File: src/rtl/debounce_pkg.sv
// Shared types and defaults for the push-button debouncer.
// State encoding keeps bit 1 equal to the debounced level in the IDLE states.
package debounce_pkg;

    typedef enum logic [1:0] {
        IDLE_LOW  = 2'b00,
        WAIT_HIGH = 2'b01,
        IDLE_HIGH = 2'b11,
        WAIT_LOW  = 2'b10
    } state_t;

    localparam int DEFAULT_STABLE_CNT = 1000000;
    localparam int DEFAULT_CNT_W      = 20;

endpackage

File: src/rtl/sync_2ff.sv
// Two-flop synchroniser for a single asynchronous input, synchronous reset to 0.
module sync_2ff (
    input  logic clk,
    input  logic rst,
    input  logic d,
    output logic q
);

    logic meta;

    always_ff @(posedge clk) begin
        if (rst) begin
            meta <= 1'b0;
            q    <= 1'b0;
        end else begin
            meta <= d;
            q    <= meta;
        end
    end

endmodule

File: src/rtl/button_debouncer.sv
// Debounces a raw push-button: a change of the synchronised input is accepted
// only after it has held for STABLE_CNT consecutive cycles.
module button_debouncer
    import debounce_pkg::*;
#(
    parameter int STABLE_CNT = DEFAULT_STABLE_CNT,
    parameter int CNT_W      = DEFAULT_CNT_W
) (
    input  logic clk,
    input  logic rst,
    input  logic btn,
    output logic L,
    output logic busy
);

    if (STABLE_CNT < 1) begin : g_bad_stable_cnt
        $error("button_debouncer: STABLE_CNT must be >= 1");
    end
    if (longint'(STABLE_CNT) > (longint'(1) << CNT_W)) begin : g_bad_cnt_w
        $error("button_debouncer: CNT_W too narrow for STABLE_CNT");
    end

    localparam logic [CNT_W-1:0] TERM = CNT_W'(STABLE_CNT - 1);

    logic             s;
    state_t           state, state_nx;
    logic [CNT_W-1:0] cnt, cnt_nx;

    sync_2ff u_sync (
        .clk (clk),
        .rst (rst),
        .d   (btn),
        .q   (s)
    );

    always_ff @(posedge clk) begin
        if (rst) begin
            state <= IDLE_LOW;
            cnt   <= '0;
        end else begin
            state <= state_nx;
            cnt   <= cnt_nx;
        end
    end

    // Counter is cleared on every transition and in IDLE; it only runs in WAIT
    // and is compared before incrementing, so it never exceeds STABLE_CNT-1.
    always_comb begin
        state_nx = state;
        cnt_nx   = '0;
        case (state)
            IDLE_LOW: begin
                if (s) state_nx = WAIT_HIGH;
            end
            WAIT_HIGH: begin
                if (!s)              state_nx = IDLE_LOW;
                else if (cnt == TERM) state_nx = IDLE_HIGH;
                else                 cnt_nx   = cnt + 1'b1;
            end
            IDLE_HIGH: begin
                if (!s) state_nx = WAIT_LOW;
            end
            WAIT_LOW: begin
                if (s)               state_nx = IDLE_HIGH;
                else if (cnt == TERM) state_nx = IDLE_LOW;
                else                 cnt_nx   = cnt + 1'b1;
            end
            default: state_nx = IDLE_LOW;
        endcase
    end

    assign L    = (state == IDLE_HIGH) || (state == WAIT_LOW);
    assign busy = (state == WAIT_HIGH) || (state == WAIT_LOW);

endmodule

File: config.mk
export PLATFORM = sky130hd
export DESIGN_NAME = button_debouncer
export DESIGN_NICKNAME = d
export VERILOG_FILES = /design/src/rtl/debounce_pkg.sv /design/src/rtl/sync_2ff.sv /design/src/rtl/button_debouncer.sv
export SDC_FILE = /design/constraint.sdc
export NUM_CORES = 1
export LEC_CHECK = 0
export ABC_AREA = 0
export ABC_CLOCK_PERIOD_IN_PS = 2100
export CAP_MARGIN = 0
export CORE_UTILIZATION = 58
export DETAILED_ROUTE_END_ITERATION = 7
export PLACE_DENSITY_LB_ADDON = 0.2
export SLEW_MARGIN = 20
export SYNTH_ARGS = -nofsm -noshare
export SYNTH_HDL_FRONTEND = slang
export SYNTH_SLANG_ARGS = --single-unit
File: constraint.sdc
create_clock -name clk -period 2.1 [get_ports clk]
set_input_delay 0.315 -clock clk [delete_from_list [all_inputs] [get_ports clk]]
set_output_delay 0.315 -clock clk [all_outputs]
set_load 0.02 [all_outputs]
---- After elaboration in Yosys (flattened, before gate mapping) ----
Index checks and enable logic that the tools add are counted.
word-level totals
  bits in registers ....................... 24
  bits in latches ......................... 0
  bits in writable memories ............... 0
  ROM bits ................................ 0
  input port bits ......................... 3
  output and inout port bits .............. 2
  word-level logic and storage cells ...... 28
  memories kept ........................... 0
operators by class
  add/sub/neg operators ................... 1
  multipliers ............................. 0
  div/mod/pow operators ................... 0
  $lt $le $gt $ge ......................... 0
  equality and inequality tests ........... 8
  shift-type cells ........................ 0
  mux-type cells .......................... 11
  bitwise gates (word level) .............. 0
  reductions and logical operators ........ 4
operators with widths
  cell                     number
  $mux W20                 3
  $pmux W20 S2             1
  $add A20 B1 Y20 const B  1
  $eq A20 B20 Y1 const B   1
  $mux W2                  6
  $pmux W2 S4              1
  $eq A2 B2 Y1 const B     2
  $reduce_and A4 Y1        1
  $ne A3 B2 Y1 const B     1
  $ne A3 B3 Y1 const B     1
  $eq A2 B1 Y1 const B     1
  $logic_not A2 Y1         1
  $logic_or A1 B1 Y1       2
  $ne A2 B1 Y1 const B     1
  $ne A2 B2 Y1 const B     1

---- Depth between registers and ports, before layout ----
  word-level depth ........................ 4
  mapped depth ............................ 6
  mapped depth without buffers ............ 6

---- Hierarchy ----
Synthesis repeated with hierarchy kept, for this count alone.
second synthesis, totals
  cell total of the unflattened synthesis .. 131
  area, all modules ....................... 1169.9 um^2
by module, submodules not included
  module            instances  cells each  area each (um^2)  sequential area each (um^2)
  button_debouncer  1          127         1117.3            440.4
  sync_2ff          1          4           52.6              40.0

---- Worst setup path before layout ----
No wires, ideal clock.
  path kind ............................... reg-to-reg
  start point ............................. register cnt[0]
  end point ............................... register cnt[18]
  setup time .............................. 0.070 ns
  data arrival time ....................... 1.707 ns
  data required time ...................... 2.030 ns
  setup slack ............................. 0.323 ns
  cell stages (with the launch flop) ...... 6
  path buffers ............................ 0
  clock period less this slack ............ 1.777 ns
  cell sequence ........................... dfxtp_1 > ha_1 > nand4_1 > or4_1 > or3_1 > a21oi_1
on the way
  cells in the longest elaborated chain, start to end .. 4
  elaborated cells on any way between the ends .. 6
  classes of those cells .................. add/sub (1); eq/ne (1); mux (4)
ends and longest elaborated chain
  item                                               line                                            text
  start, declared                                    button_debouncer.sv:27                          logic [CNT_W-1:0] cnt, cnt_nx;
  start signal, assigned                             button_debouncer.sv:42                          cnt <= cnt_nx;
  $add A20 B1 Y20 or $eq A20 B20 Y1 (tied branches)  -
  $mux W20 *                                         button_debouncer.sv:57, button_debouncer.sv:65
  $mux W20 (on tied branches)                        button_debouncer.sv:64, button_debouncer.sv:56
  $pmux W20 S2 *                                     button_debouncer.sv:51                          case (state)
Every way passes the cells marked *; elsewhere a longest branch is shown, timed or not.
A chain may end at the register's enable or synchronous reset.

---- Worst setup path after layout ----
  start point ............................. register state[0]
  end point ............................... output port L
on the way
  cells in the longest elaborated chain, start to end .. 2
  elaborated cells on any way between the ends .. 3
  classes of those cells .................. eq/ne (2); reduce/logical (1)
ends and longest elaborated chain
  item                    line                    text
  start, declared         button_debouncer.sv:26  state_t state, state_nx;
  start signal, assigned  button_debouncer.sv:41  state <= state_nx;
  $eq A2 B2 Y1            button_debouncer.sv:72  assign L = (state == IDLE_HIGH) || (state == WAIT_LOW);
  $logic_or A1 B1 Y1 *    button_debouncer.sv:72
  end, declared           button_debouncer.sv:12  output logic L,
Marked as above.

==> reports/qor.csv <==
stage,metric,value,unit
placement,gp_congestion,0.873,
setup_path,reg2reg_depth,5,
power,worst_ir_drop_vdd,0.450,mV
sta,max_freq,512,MHz
global_routing,grt_pass1_wl,3.66,mm
route,first_pass_iters,4,
route,drt_iter0_markers,12,
global_routing,track_usage,23.8,%
outcome,run_status,"finished, final reports clean",
route,remaining_drc_errors,0,
setup_path,required,1780,ps
route,wl_per_cell,12.9,µm
global_routing,grt_pass1_vias,911,
setup_path,start_kind,flop,
placement,dpl-instance-area,1260,µm²
sta,hold_viol,0,
yosys,synth_async_sr_flop_share,0,%
clocking,cts_resized,2,
setup_path,crit_fanout,4,
power,p_leak,0.415,nW
global_routing,grt_start_max_net_pins,21,
floorplan,core_area,1820,µm²
setup_path,r2r_slack,170,ps
setup_path,cp_data_arrival_time,1640,ps
power,powerDensity,675,nW/µm²
cells_and_area,diodes,0,
clocking,clock_path_buffers,2,
setup_path,worst_path_max_delay_cell,dfxtp_1,
yosys,synth_ff_type,dfxtp_1,
sta,tightestPinTransition,353,ps
worst_hold_path,holdPathEnd,u_sync.q,
setup_path,slowest_delay,400,ps
yosys,synth_edf_count,0,
route,vias_per_cell,5.74,
clocking,insertion_delay,320,ps
cells_and_area,finish.utilization,72.1,%
floorplan,die_w,47.1,µm
placement,io_buffers,4,
clocking,cts_tree,yes,
clocking,post_cts_buffers,0,
setup_path,endpoint_kind,output pin,
clocking,holdBufCountCts,0,
sta,fin_crit_sh,93.0,%
clocking,cts_made_buffers,3,
cells_and_area,drive_gt1_share,10.6,%
yosys,synth-seq-area-share,40.7,%
yosys,ys_types,30,
clocking,clockRootBuffer,clkbuf_4,
floorplan,pin_count,5,
cells_and_area,syn2layout_area_growth,11.2,%
yosys,synth_warnings,0,
setup_path,worstReg2RegEnd,cnt[18],
placement,dpl.hpwl,1.60,mm
setup_path,cp_cell_sequence,inv_1 -> ha_1 -> or2_2 -> dlygate4sd2_1,
yosys,synth_area_per_cell,8.81,µm²
route,postRouteAntennaNets,0,
sta,min_period,1950,ps
sta,whs,464,ps
setup_path,cp_top_family,buffers and inverters,
floorplan,die_area,2220,µm²
setup_path,critPathBufInv,2,
sta,drv_slew,0,
worst_hold_path,holdPathStages,1,
global_routing,overflow,0,
clocking,clock_sinks,24,
yosys,synth_cells,134,
yosys,syn_nets,143,
sta,skew,2.84,ps
sta,rsz0062_at_grt,false,
cells_and_area,fin_area,1310,µm²
worst_hold_path,hold_path.startpoint,u_sync.meta,
sta,slew_headroom,76.3,%
route,vias,958,
run,maxCapViolations,0,
cells_and_area,finalNetCount,152,
floorplan,start_util,64.8,%
yosys,netlist_area,1180,µm²
route,wl,2.16,mm
sta,setup_tns,0,ps
worst_hold_path,hold_path_class,reg -> reg,
clocking,h-tree-depth,1,
sta,setup_viol,0,
setup_path,r2r_start,cnt[0],
setup_path,critical_path_class,reg -> out,
floorplan,fp-row-count,15,
floorplan,die_h,47.1,µm
clocking,path_clk_slew,130,ps
global_routing,antenna_found_initial,0,
yosys,synth_seq_cells,24,
==> synth_stat cells, drive strengths merged (2+ instances only) <==
cell | instances | area, µm²
or4 | 3 | 26.3
dfxtp | 24 | 480
nor4 | 3 | 18.8
nor2b | 3 | 18.8
inv | 6 | 22.5
mux2 | 4 | 45.0
a21oi | 8 | 43.8
nand2 | 8 | 30.0
or3 | 4 | 25.0
and4 | 2 | 17.5
xnor2 | 9 | 78.8
nor2 | 20 | 75.1
o21ai | 5 | 25.0
nand4 | 6 | 52.6
nand3 | 6 | 30.0
ha | 6 | 75.1
xor2 | 3 | 26.3
nor3 | 5 | 25.0
==> metrics by stage <==
step	power (W)	instances	setup WS, ps
after floorplan	0.000540	134	323
after global placement	0.000563	163	252
after detailed placement	0.000568	163	220
after CTS	0.000896	167	127
after global routing	0.000923	167	30.7
final	0.000886	167	147
==> area by class of cell <==
class	count	area (µm²)
clock buffer	3	22.5
timing repair buffer	6	52.6
tap	25	31.3
inverter	6	22.5
fill	146	508
clock inverter	1	30.0
sequential	24	480
multi-input combinational	102	673
==> worst max-delay path by stage <==
| stage | from | to | slack (ps) | cells after the start |
|---|---|---|---|---|
| after floorplan | cnt[0] | cnt[18] | 320 | 5 |
| after global placement | cnt[0] | cnt[18] | 250 | 5 |
| after detailed placement | cnt[0] | cnt[18] | 220 | 5 |
| after CTS | state[0] | L | 130 | 4 |
| after global routing | state[0] | L | 30 | 4 |
| final | state[0] | L | 150 | 4 |
==> power breakdown <==
part / switching, W / internal [W]
Clock: 0.000139 / 0.000193
Combinational: 0.0000438 / 0.0000403
Sequential: 0.00000702 / 0.000463
Total: 0.000190 / 0.000696
==> kinds of logic (layout without fill, tap and decap cells) <==
kind of cell / Yosys count / in the layout / synth area share [%]
AND/OR/NAND/NOR: 63 / 63 / 28.8
XOR/XNOR: 12 / 12 / 8.91
buffers and inverters: 8 / 16 / 2.86
AO/OA/AOI/OAI: 17 / 17 / 8.48
flip-flops: 24 / 24 / 40.7
multiplexers: 4 / 4 / 3.82
adder cells (fa/ha/maj): 6 / 6 / 6.36
==> state kept, by name (all words and copies together), names as in the netlist <==
signal       cells
cnt             20
state            2
u_sync.meta      1
u_sync.q         1
==> cell usage in the layout (no fill, tap or decap), types with 4 or more instances in the layout <==
cell type,instances
a21oi_1,7
nor3_1,5
inv_1,6
nand3_1,6
nor2_1,20
mux2_2,4
xnor2_1,9
nand4_1,5
dfxtp_1,24
nand2_1,8
o21ai_0,5
or3_1,4
ha_1,6
==> layer usage <==
layer / global-route usage (%) / wire length (µm) / vias up
li1: - / - / 491
met5: 0 / 0 / -
met1: 28.8 / 999 / 450
met4: 6.86 / 15 / 0
met2: 39.7 / 1060 / 15
met3: 8.46 / 77 / 2
No activity file was read; power rests on OpenSTA's default activity.
==> patch, RTL diff (config.mk and constraints unchanged) <==
`DEFAULT_CNT_W`: 20 -> 40.
--- a/src/rtl/debounce_pkg.sv
+++ b/src/rtl/debounce_pkg.sv
@@ -10,7 +10,7 @@
     } state_t;
 
     localparam int DEFAULT_STABLE_CNT = 1000000;
-    localparam int DEFAULT_CNT_W      = 20;
+    localparam int DEFAULT_CNT_W      = 40;
 
 endpackage
 
Behaviour: no difference found for any inputs over 10 cycles, from zero or initial values and one cycle with rst high; that may be too few to reach the edited logic, so the function may still have changed.
==> patch against the unedited design <==
Worst setup slack got worse by 0.077 ns. Largest cell class unchanged. Wire length increased by 81%. Clock skew increased by 0.0028 ns. Highest routed layer unchanged. Final area increased by 83%. Critical endpoint is now cnt[28]$_SDFF_PP0_. Total power increased by 49%. Utilization decreased by 1.1 points. Sequential cell count increased by 20. Area after synthesis increased by 78%. Critical path type is now register to register.
==> patch: results (changes against the unedited design) <==
Drt
The wire length the detailed router placed on met1 came to 1910 um (+91%). The first-iteration detailed-routing DRC count is 124 (+112). The detailed-route via count was 1,653 (+73%). The routed length per instance came to 12.6 um (-2.7%). The routed length on met2 is 1820 um (+71%). The mean number of vias per cell is 5.32 (-7.3%). The met3 wirelength from detailed routing is 118 um (+53%). After detailed routing, no signal wire sits above met4.

Clock tree
The TritonCTS buffer count is 5 (+2). The number of hold-repair buffers added at the cts stage is 0 (unchanged). The maximum level of the CTS H-tree was 2 (+1). The worst-skew pair later-pin latency is 0.36 ns (+0.04 ns).

CTS placed an instance of sky130_fd_sc_hd__clkbuf_4 at the clock tree root.

Status
The flow ran to the end, and the final reports show no timing, DRC or antenna violations.

Place
The worst slack after detailed placement is -0.00818 ns (-0.228 ns). The cell area after placement is 2290 um2 (+81%). The final weighted congestion of routability-driven global placement was 0.770 (-12%). The number of instances in the placed design is 301 (+85%).

The detailed-placement wirelength estimate is 2670 um (+67%).

Worst hold path
The min-delay analysis places its worst path in the category register to register.

Setup path
The highest fanout seen on the critical path is 14 (+10). The cell family contributing the most delay on the critical path is simple AND/OR/NAND/NOR gates. The delay of the slowest cell on the worst path was 0.50 ns (+0.10 ns). The arrival time at the worst endpoint is 2.29 ns (+0.65 ns). The worst-path cell with the longest stage delay is sky130_fd_sc_hd__or4b_1.

Logic synthesis
The sequential-to-total area share from yosys stat is 42.0% (+1.3 points). The count of different cell masters after synthesis is 31 (+3.3%). The cell count after synthesis is 240 (+79%). The net count of the mapped netlist is 248 (+73%). Sorting the synthesized cells by how often they occur yields sky130_fd_sc_hd__nor2_1 (48), sky130_fd_sc_hd__dfxtp_1 (44), sky130_fd_sc_hd__xnor2_1 (31). The most numerous cell in the Yosys netlist is sky130_fd_sc_hd__nor2_1. Yosys attributes the largest share of cell area to sky130_fd_sc_hd__dfxtp_1 (42%), sky130_fd_sc_hd__xnor2_1 (13%), sky130_fd_sc_hd__nor2_1 (8.6%).

Pwr
The sequential group share of total power is 64.0% (+11 points). The maximum ir drop on the vdd rail came to 0.000449 V (about the same). The power spent charging and discharging nets is 296 uW (+56%). The power of the clock network is 422 uW (+27%). The part of the power in the clock network is 32.0% (-5.5 points). The standby leakage power came to 0.000745 uW (+80%).

Final layout
The filler cell count in the final layout is 258 (+77%). The final net count is 272 (+79%). In the final layout, the registers with the most flip-flops are cnt (40), state (2).

The fraction of final layout cells with drive strength greater than 1 came to 14.7% (+4.2 points).

STA
The count of final hold-check violations is 0 (unchanged). The worst slew slack as a fraction of its limit is 73.5% (-2.7 points). The worst clock skew on the final layout came to 0.00561 ns (+0.00277 ns).

GRT
The first-pass GRT wire length is 6990 um (+91%). The initial antenna violation count came to 0 (unchanged). The met2 track demand over resource in global routing is 37.4% (-2.4 points). The pin count of the biggest net entering global routing came to 29 (+38%). The aggregate global-route resource usage is 22.7% (-1.1 points). The via count of the first global-routing pass came to 1,607 (+76%). The met3 track demand over resource is 5.51% (-2.9 points). The global routing usage on met1 is 28.4% (-0.47 points).
patch: cell count changes in the layout (fill, tap and decap cells not counted), sizes merged, moves of 6 or more:
| cell | change |
|---|---|
| nor4 | +8 |
| nor2 | +28 |
| inv | +6 |
| buf | +18 |
| xnor2 | +22 |
| dfxtp | +20 |
| nor3 | +10 |
| nand3 | +7 |
patch: repair_timing:
action                                  in CTS  in global routing
endpoints found under the setup margin      44                 42
gates resized for setup                      3                  7
pin swaps                                    2                  2
cloned                                       0                  1
setup buffers                                1                  0
patch: logic make-up (layout without fill, tap and decap cells):
| group | after synthesis | after routing | share of synthesized area [%] |
|---|---|---|---|
| xor+xnor | 38 | 38 | 15.9 |
| flops | 44 | 44 | 42.0 |
| fa+ha+maj | 5 | 5 | 2.98 |
| buf+inv | 20 | 45 | 5.19 |
| mux | 2 | 2 | 1.01 |
| compound gates | 7 | 7 | 2.98 |
| simple gates | 124 | 124 | 30.0 |
patch: layout make-up:
class	count	area (um2)	area share [%]
clock buffer	6	51.3	2.13
clock inverter	2	10.0	0.416
inverter	12	45.0	1.87
multi-input combinational	176	1130	46.9
sequential	44	882	36.6
tap	46	57.6	2.39
timing repair buffer	25	233	9.67
patch: final timing paths:
check / slack [ns] / end / from / depth (start not counted)
max: 0.07 / cnt[28]$_SDFF_PP0_ / cnt[22]$_SDFF_PP0_ / 6
min: 0.46 / u_sync.q$_SDFF_PP0_ / u_sync.meta$_SDFF_PP0_ / 1
max reg2reg: 0.07 / cnt[28]$_SDFF_PP0_ / cnt[22]$_SDFF_PP0_ / 6
min reg2reg: 0.46 / u_sync.q$_SDFF_PP0_ / u_sync.meta$_SDFF_PP0_ / 1
